### src/rtl/dmem_rd_align.sv
// dmem_rd_align: selects the returning SRAM bank, aligns/extends load data, and returns it in order.
// Optional misaligned-access flagging is enabled by defining DMEM_MISALIGN_CHK_EN.
module dmem_rd_align #(
    parameter int BANKS = 4,
    parameter int DW    = 32,
    parameter int LAT   = 1
) (
    input  logic                     clk,
    input  logic                     rst_n,
    input  logic                     req_valid,
    output logic                     req_ready,
    input  logic [$clog2(BANKS)-1:0] req_sel,
    input  logic [2:0]               req_funct3,
    input  logic [1:0]               req_off,
    input  logic [BANKS*DW-1:0]      DO_flat,
    output logic                     rsp_valid,
    input  logic                     rsp_ready,
    output logic [DW-1:0]            rsp_data,
    output logic                     rsp_err
);

    localparam int SW    = $clog2(BANKS);
    localparam int DEPTH = LAT + 1;
    localparam int PW    = $clog2(DEPTH);
    localparam int CW    = $clog2(LAT + 2);
    localparam int TW    = CW + 1;

    typedef struct packed {
        logic [SW-1:0] sel;
        logic [2:0]    funct3;
        logic [1:0]    off;
    } tag_t;

    typedef struct packed {
        logic          err;
        logic [DW-1:0] data;
    } ent_t;

    logic [LAT-1:0] tv_q;
    tag_t           tg_q [LAT];
    ent_t           mem_q [DEPTH];
    logic [PW-1:0]  wr_q, wr_d, rd_q, rd_d;
    logic [CW-1:0]  cnt_q, cnt_d;
    logic           rdy_q;

    logic           acc, push, pop;
    tag_t           ex;
    logic [DW-1:0]  word;
    logic [7:0]     byt;
    logic [15:0]    half;
    ent_t           fmt;
    logic [TW-1:0]  tot;

    assign acc  = req_valid && req_ready;
    assign push = tv_q[LAT-1];
    assign ex   = tg_q[LAT-1];
    assign pop  = rsp_valid && rsp_ready;

    // outstanding work = tags still waiting on SRAM + results already buffered
    always_comb begin
        tot = TW'(cnt_q);
        for (int k = 0; k < LAT; k++) begin
            tot = tot + TW'(tv_q[k]);
        end
    end

    assign req_ready = rdy_q && (tot < TW'(DEPTH));

    // ready is held off until the first edge after reset release
    always_ff @(posedge clk or negedge rst_n) begin
        if (!rst_n) begin
            rdy_q <= 1'b0;
        end else begin
            rdy_q <= 1'b1;
        end
    end

    // tag pipeline follows each request until its SRAM data returns
    always_ff @(posedge clk or negedge rst_n) begin
        if (!rst_n) begin
            tv_q <= '0;
            for (int k = 0; k < LAT; k++) begin
                tg_q[k] <= '0;
            end
        end else begin
            tv_q[0] <= acc;
            tg_q[0] <= '{req_sel, req_funct3, req_off};
            for (int k = 1; k < LAT; k++) begin
                tv_q[k] <= tv_q[k-1];
                tg_q[k] <= tg_q[k-1];
            end
        end
    end

    // pick the returning bank and align/extend according to the load type
    always_comb begin
        word     = DO_flat[ex.sel*DW +: DW];
        byt      = word[{ex.off, 3'b000} +: 8];
        half     = ex.off[1] ? word[31:16] : word[15:0];
        fmt      = '0;
        fmt.data = word;
        case (ex.funct3)
            3'b000:  fmt.data = {{(DW-8){byt[7]}}, byt};
            3'b001:  fmt.data = {{(DW-16){half[15]}}, half};
            3'b100:  fmt.data = {{(DW-8){1'b0}}, byt};
            3'b101:  fmt.data = {{(DW-16){1'b0}}, half};
            default: fmt.data = word;
        endcase
`ifdef DMEM_MISALIGN_CHK_EN
        if (((ex.funct3 == 3'b001 || ex.funct3 == 3'b101) && ex.off[0]) ||
            (ex.funct3 == 3'b010 && ex.off != 2'b00)) begin
            fmt.err  = 1'b1;
            fmt.data = '0;
        end
`endif
    end

    // FIFO pointer and occupancy next-state; pointers wrap at DEPTH
    always_comb begin
        wr_d  = wr_q;
        rd_d  = rd_q;
        cnt_d = cnt_q;
        if (push) begin
            wr_d = (wr_q == PW'(DEPTH-1)) ? '0 : wr_q + 1'b1;
        end
        if (pop) begin
            rd_d = (rd_q == PW'(DEPTH-1)) ? '0 : rd_q + 1'b1;
        end
        case ({push, pop})
            2'b10:   cnt_d = cnt_q + 1'b1;
            2'b01:   cnt_d = cnt_q - 1'b1;
            default: cnt_d = cnt_q;
        endcase
    end

    // response FIFO storage and state
    always_ff @(posedge clk or negedge rst_n) begin
        if (!rst_n) begin
            wr_q  <= '0;
            rd_q  <= '0;
            cnt_q <= '0;
            for (int k = 0; k < DEPTH; k++) begin
                mem_q[k] <= '0;
            end
        end else begin
            if (push) begin
                mem_q[wr_q] <= fmt;
            end
            wr_q  <= wr_d;
            rd_q  <= rd_d;
            cnt_q <= cnt_d;
        end
    end

    assign rsp_valid = (cnt_q != '0);
    assign rsp_data  = rsp_valid ? mem_q[rd_q].data : '0;
    assign rsp_err   = rsp_valid & mem_q[rd_q].err;

endmodule

### config.mk
export PLATFORM = sky130hd
export DESIGN_NAME = dmem_rd_align
export DESIGN_NICKNAME = d
export VERILOG_FILES = /design/src/rtl/dmem_rd_align.sv
export SDC_FILE = /design/constraint.sdc
export NUM_CORES = 1
export LEC_CHECK = 0
export CAP_MARGIN = 0
export CORE_MARGIN = 2
export CORE_UTILIZATION = 50
export DETAILED_ROUTE_END_ITERATION = 16
export GPL_ROUTABILITY_DRIVEN = 0
export PLACE_DENSITY = 0.95
export SLEW_MARGIN = 20
export SYNTH_ARGS = -nofsm -noshare
export SYNTH_HDL_FRONTEND = slang
export SYNTH_SLANG_ARGS = --single-unit
### constraint.sdc
create_clock -name clk -period 6.3 [get_ports clk]
set_clock_uncertainty 0.2 [all_clocks]
set_input_delay 1.89 -clock clk [delete_from_list [all_inputs] [get_ports clk]]
set_output_delay 1.89 -clock clk [all_outputs]
set_load 0.02 [all_outputs]
==> flow_summary.toml, run 1 <==
[worst_setup_path]
cp_data_required_time_ps = 4210
timing.rr.end = "mem_q[8]$_DFFE_PN0P_"
crit_family = "flip-flops"
arrival_ps = 2460
path_buf_inv = 1
setup.worst_path.class = "flop to primary output"
critPathSlowestCell = "dfrtp_2"
worst-path-stages = 3
endpoint = "rsp_data[3]"
max_stage_delay_ps = 1070
endpoint_kind = "primary output"
cp_max_fo = 33
r2r_start = "ex[5]$_DFF_PN0_"
worstSetupStartpoint = "rd_q$_DFFE_PN0N_"
r2r_slack_ps = 3100
worstRegToRegCells = 6
path_cells = "mux2i_1, nor2_1, clkdlybuf4s50_1"
critPathLaunchType = "flop"

[sta]
tightest_slew_ps = 1046
relSlewSlack_pct = 30.24
timing.final.crit_share_pct = 72.18
fmax_ghz = 0.2199
tns_ps = 0
period_needed_ps = 4547
rsz0062_at_grt = "no"
finalHoldViolations = 0
setup_viol = 0
final-max-slew-violation-count = 0

[clock_tree]
numCtsBuffers = 9
cts-resized-gates = 0
cts_hold_buf = 0
post_cts_buffers = 0
cts_tree = "yes"
cts.clk_slew.worst_paths_ps = 70
cts_buffer_depth = 2
htreeDepth = 3
cts_root_buf = "clkbuf_8"
cts_sinks = 77
clkLatencyLatePin_ps = 350

[final_layout]
nNetsFinal = 792
antennaDiodeCount = 0
fillers = 724
stdcell_area_um2 = 6890
area_growth_pct = 38.54
final_layout_size_suffix_gt1_share_pct = 10.20

[detailed_routing]
drt_pass1_iterations = 7
vias_per_cell = 6.256
finalWirelength_mm = 15.51
detail_route.iter0.violations = 404
wl_per_cell_um = 19.63
vias = 4942
drtAntennaViolNets = 0
drc = 0

[yosys]
yosys.area.top_type_share_pct = 38.74
synth_cell_types = 43
synth-main-ff-cell = "dfrtp_1"
synthTopCellsByArea = "dfrtp_1, mux2i_1, mux4_2"
syn_nets = 649
syn_inst = 509
synth_common_cells = "dfrtp_1, nor2_1, nand2_1, mux2i_1, clkbuf_1"
yosys_warnings = 0
async_flop_share_pct = 100.0
syn_area_um2 = 4974
avgSynthCellArea_um2 = 9.771
synth_seq_area_share_pct = 38.74
synth_edf_count = 0
synth_top_area_cell = "dfrtp_1"
ys_ff_latch = 77

[run_status]
status = "finished clean"

[global_route]
grt-ovfl-total = 0
grt_usage_pct = 28.70
grt_pass1_wl_mm = 24.63
grt_max_degree = 78
grt_pass1_vias = 4961
antenna_found_initial = 0

[worst_hold_path]
hold_class = "flop to flop"

[floorplanning]
initial_utilization_pct = 51.12
num_rows = 36
dieHeight_um = 103.7
die-area_um2 = 10760
ios = 174
fp.dieW_um = 103.7
core_area_um2 = 9729

[power]
power_leakage_nw = 2.973
power.density_nw_per_um2 = 379.8
vdd_drop_max_uv = 157.9

[place]
portBuffers = 172
place_hpwl_mm = 11.40
placed_cell_area_um2 = 6688

[flow_run]
drv_cap = 0
## cell families after synthesis
family	Yosys count	share of synthesized area, %
muxes	90	23.27
buffers and inverters	51	4.805
and+or+nand+nor	171	14.19
AOI/OAI and AO/OA	112	17.71
other	2	0.1510
DFF	77	38.74
xor gates and xnor gates	5	0.8807
adders and majority gates	1	0.2515
## stage by stage
step / instances / utilization, % / worst slack (ps) / hold slack [ps] / total power (W)
after floorplan: 509 / - / 2760 / 249.2 / 0.001633
after global placement: 774 / 68.72 / 2017 / 260.3 / 0.002172
after detailed placement: 774 / 68.74 / 1923 / 270.1 / 0.002226
after CTS: 790 / 70.82 / 1791 / 287.0 / 0.002607
after global routing: 790 / 70.82 / 1666 / 309.6 / 0.002754
final: 790 / 70.82 / 1753 / 280.7 / 0.002617
## flip-flops by register name (all words and copies together) (netlist names)
register / flops
rd_q: 1
mem_q: 64
push: 1
ex: 7
rdy_q: 1
wr_q: 1
cnt_q: 2
## power breakdown
| part | total [W] | switching (W) | internal, W |
|---|---|---|---|
| Combinational | 0.00132 | 0.000651 | 0.000670 |
| Clock | 0.000386 | 0.000183 | 0.000204 |
| Sequential | 0.000909 | 0.000203 | 0.000707 |
| Total | 0.00262 | 0.00104 | 0.00158 |
## cell usage in the layout (no fill, tap or decap), drive strengths merged, types with 3 or more instances in the layout
| master | count |
|---|---|
| clkdlybuf4s50 | 171 |
| nor2 | 77 |
| dfrtp | 77 |
| nand2 | 68 |
| mux2i | 56 |
| o211ai | 25 |
| a221oi | 22 |
| o21ai | 20 |
| mux4 | 19 |
| a211o | 16 |
| and2 | 15 |
| mux2 | 15 |
| clkbuf | 12 |
| inv | 6 |
| buf | 6 |
| o22ai | 6 |
| a22o | 5 |
| a31oi | 4 |
| a221o | 3 |
| a21oi | 3 |
| xor2 | 3 |
| a211oi | 3 |
## worst min-delay path by stage
stage                               start                     to  slack (ps)  cells past startpoint
floorplan           mem_q[33]$_DFFE_PN0P_  mem_q[33]$_DFFE_PN0P_         250                      2
global placement     mem_q[2]$_DFFE_PN0P_   mem_q[2]$_DFFE_PN0P_         260                      2
detailed placement   mem_q[6]$_DFFE_PN0P_   mem_q[6]$_DFFE_PN0P_         270                      2
CTS                  mem_q[5]$_DFFE_PN0P_   mem_q[5]$_DFFE_PN0P_         290                      2
global route        mem_q[18]$_DFFE_PN0P_  mem_q[18]$_DFFE_PN0P_         310                      1
finish               mem_q[5]$_DFFE_PN0P_   mem_q[5]$_DFFE_PN0P_         280                      2
## metal layers
metal	share of wire [%]	vias to the layer above	wire, um	global-route usage (%)
li1	-	2142	-	-
met4	3.3	0	513	11.78
met1	37	2387	5729	34.90
met3	10	56	1604	6.671
met5	0	-	0	0
met2	49	357	7662	49.29
## layout make-up
cell class | count | area, um^2 | share of cell area (%)
Clock inverter | 4 | 47.55 | 0.6900
Tap cell | 133 | 166.4 | 2.415
Inverter | 6 | 22.52 | 0.3269
Clock buffer | 12 | 155.1 | 2.252
Sequential cell | 77 | 1932 | 28.04
Timing Repair Buffer | 177 | 1757 | 25.49
Multi-Input combinational cell | 381 | 2810 | 40.78
## worst min-delay path, delay by kind of cell, from the launching register on
kind | cells | cell delay [ps]
simple gates | 1 | 50
flops | 1 | 350
compound gates | 1 | 60
No activity file was read; power rests on OpenSTA's default activity.
==> run 2, diff against run 1 <==
Settings changed: CORE_UTILIZATION 50 to 42, PLACE_DENSITY 0.95 to 0.87.
Clock period 6.3 ns to 4 ns, I/O delays scaled along.
==> run 2 against run 1 <==
Register-to-register slack worse by 2000 ps. Core utilization shrank 9.7 points. Critical endpoint is now rsp_data[21]. Largest power group unchanged. Combinational power grew 65%. Count of clock-buffer cells in the layout is 2 lower. Sequential share of layout area shrank 0.46 points. Sequential power up 50%.
==> flow_summary.toml, run 2 (synthesis results as in run 1) <==
[worst_setup_path]
path_cells = "buf_4, mux2i_1, nor2_1, clkdlybuf4s50_1"
critPathSlowestCell = "clkdlybuf4s50_1"
setup.worst_path.class = "flop to primary output"
worst-path-stages = 4
max_stage_delay_ps = 610
crit_family = "buffers and inverters"
r2r_slack_ps = 1080
worstRegToRegCells = 6
critPathLaunchType = "flop"
endpoint_kind = "primary output"
cp_max_fo = 15
path_buf_inv = 2
cp_data_required_time_ps = 2600
arrival_ps = 2150

[floorplanning]
initial_utilization_pct = 43.37
die-area_um2 = 12730
fp.dieW_um = 112.8
dieHeight_um = 112.8
core_area_um2 = 11470
num_rows = 39
ios = 174

[detailed_routing]
finalWirelength_mm = 15.80
vias_per_cell = 5.938
drtAntennaViolNets = 0
vias = 4780
drc = 0
drt_pass1_iterations = 6
wl_per_cell_um = 19.63
detail_route.iter0.violations = 350

[global_route]
grt_max_degree = 78
antenna_found_initial = 0
grt_pass1_vias = 4778
grt_pass1_wl_mm = 24.56
grt-ovfl-total = 0
grt_usage_pct = 24.68

[sta]
period_needed_ps = 3550
tightest_slew_ps = 978.3
timing.final.crit_share_pct = 88.74
relSlewSlack_pct = 34.78
setup_viol = 0
tns_ps = 0
rsz0062_at_grt = "no"
finalHoldViolations = 0
setup_ws_ps = 450.4
fmax_ghz = 0.2817
final-max-slew-violation-count = 0

[final_layout]
final_cell_mix = "clkdlybuf4s50_1, nor2_1, dfrtp_1, nand2_1, mux2i_1"
final_layout_size_suffix_gt1_share_pct = 10.88
nNetsFinal = 797
largest_register_ffs = 64
stdcell_area_um2 = 7005
area_growth_pct = 40.86
largest_register = "mem_q"
final_common_cell = "clkdlybuf4s50_1"
antennaDiodeCount = 0
stdcell_count = 805

[clock_tree]
cts_hold_buf = 0
cts.clk_slew.worst_paths_ps = 60
cts_tree = "yes"
cts-resized-gates = 0
post_cts_buffers = 0
cts_buffer_depth = 2
htreeDepth = 3
cts_root_buf = "clkbuf_16"
clkLatencyLatePin_ps = 340
cts_sinks = 77
numCtsBuffers = 9

[worst_hold_path]
hold_class = "flop to flop"
min_path_cells = 1

[power]
vdd_drop_max_uv = 436.5
p_int_w = 0.002602
p_seq_share_pct = 31.7
switching_share_pct = 39.36
power.density_nw_per_um2 = 612.6
p_sw_w = 0.001689
clockPowerShare_pct = 17.4
power_frac_comb_pct = 50.9
power_leakage_nw = 3.024

[place]
portBuffers = 172
place_hpwl_mm = 11.98
place_ws_ps = 327.9
dp.cells = 789
placed_cell_area_um2 = 6736

[flow_run]
drv_cap = 0

[run_status]
status = "finished clean"
## run 2: cell types whose count changed in the layout (fill, tap and decap cells not counted)
cell	change
clkbuf_8	-11
clkbuf_16	+9
buf_4	+5
bufinv_16	-1
clkinv_2	+1
clkinvlp_4	+1
inv_6	+1
## run 2: metal layers
metal	GRT usage (%)	vias up	share of wire (%)
li1	-	2152	-
met1	30.67	2285	38
met2	42.04	310	50
met3	6.642	33	10
met4	7.805	0	2.2
met5	0	-	0
## run 2: final timing paths
check | from | to
min in group asynchronous | rst_n | mem_q[1]$_DFFE_PN0P_
setup reg to reg | ex[5]$_DFF_PN0_ | mem_q[49]$_DFFE_PN0P_
hold / removal | mem_q[28]$_DFFE_PN0P_ | mem_q[28]$_DFFE_PN0P_
hold reg to reg | mem_q[28]$_DFFE_PN0P_ | mem_q[28]$_DFFE_PN0P_
setup / recovery | rd_q$_DFFE_PN0N_ | rsp_data[21]
max in group asynchronous | rst_n | ex[3]$_DFF_PN0_
## run 2: layout make-up
class / count / area (um^2)
fillers: 913 / 4462
multi-input cells: 381 / 2810
flip-flops and latches: 77 / 1932
repair buffers: 182 / 1794
clock buffers: 10 / 229.0
well taps: 143 / 178.9
clock inverters: 6 / 38.79
inverters: 6 / 22.52
## run 2: through the flow
step	hold slack, ps	power (W)	utilization, %
after floorplan	249.2	0.002572	-
after global placement	261.1	0.003466	58.75
after detailed placement	273.1	0.003547	58.75
after CTS	286.3	0.004297	61.08
after global routing	302.6	0.004529	61.09
final	287.0	0.004291	61.09
## run 2: worst reg2reg max path, delay by kind of cell (launching register included)
| family | cells | cell delay [ps] |
|---|---|---|
| buf+inv | 1 | 380 |
| compound gates | 3 | 980 |
| mux | 2 | 620 |
| flops | 1 | 570 |
## run 2: power groups by stage
stage / combinational (W) / sequential, W / clock (W)
final: 0.00218 / 0.00136 / 0.000747
after global placement: 0.00213 / 0.00134 / 0
after CTS: 0.00219 / 0.00135 / 0.000748
after floorplan: 0.00131 / 0.00126 / 0
after detailed placement: 0.00218 / 0.00137 / 0
after global routing: 0.00234 / 0.00140 / 0.000787
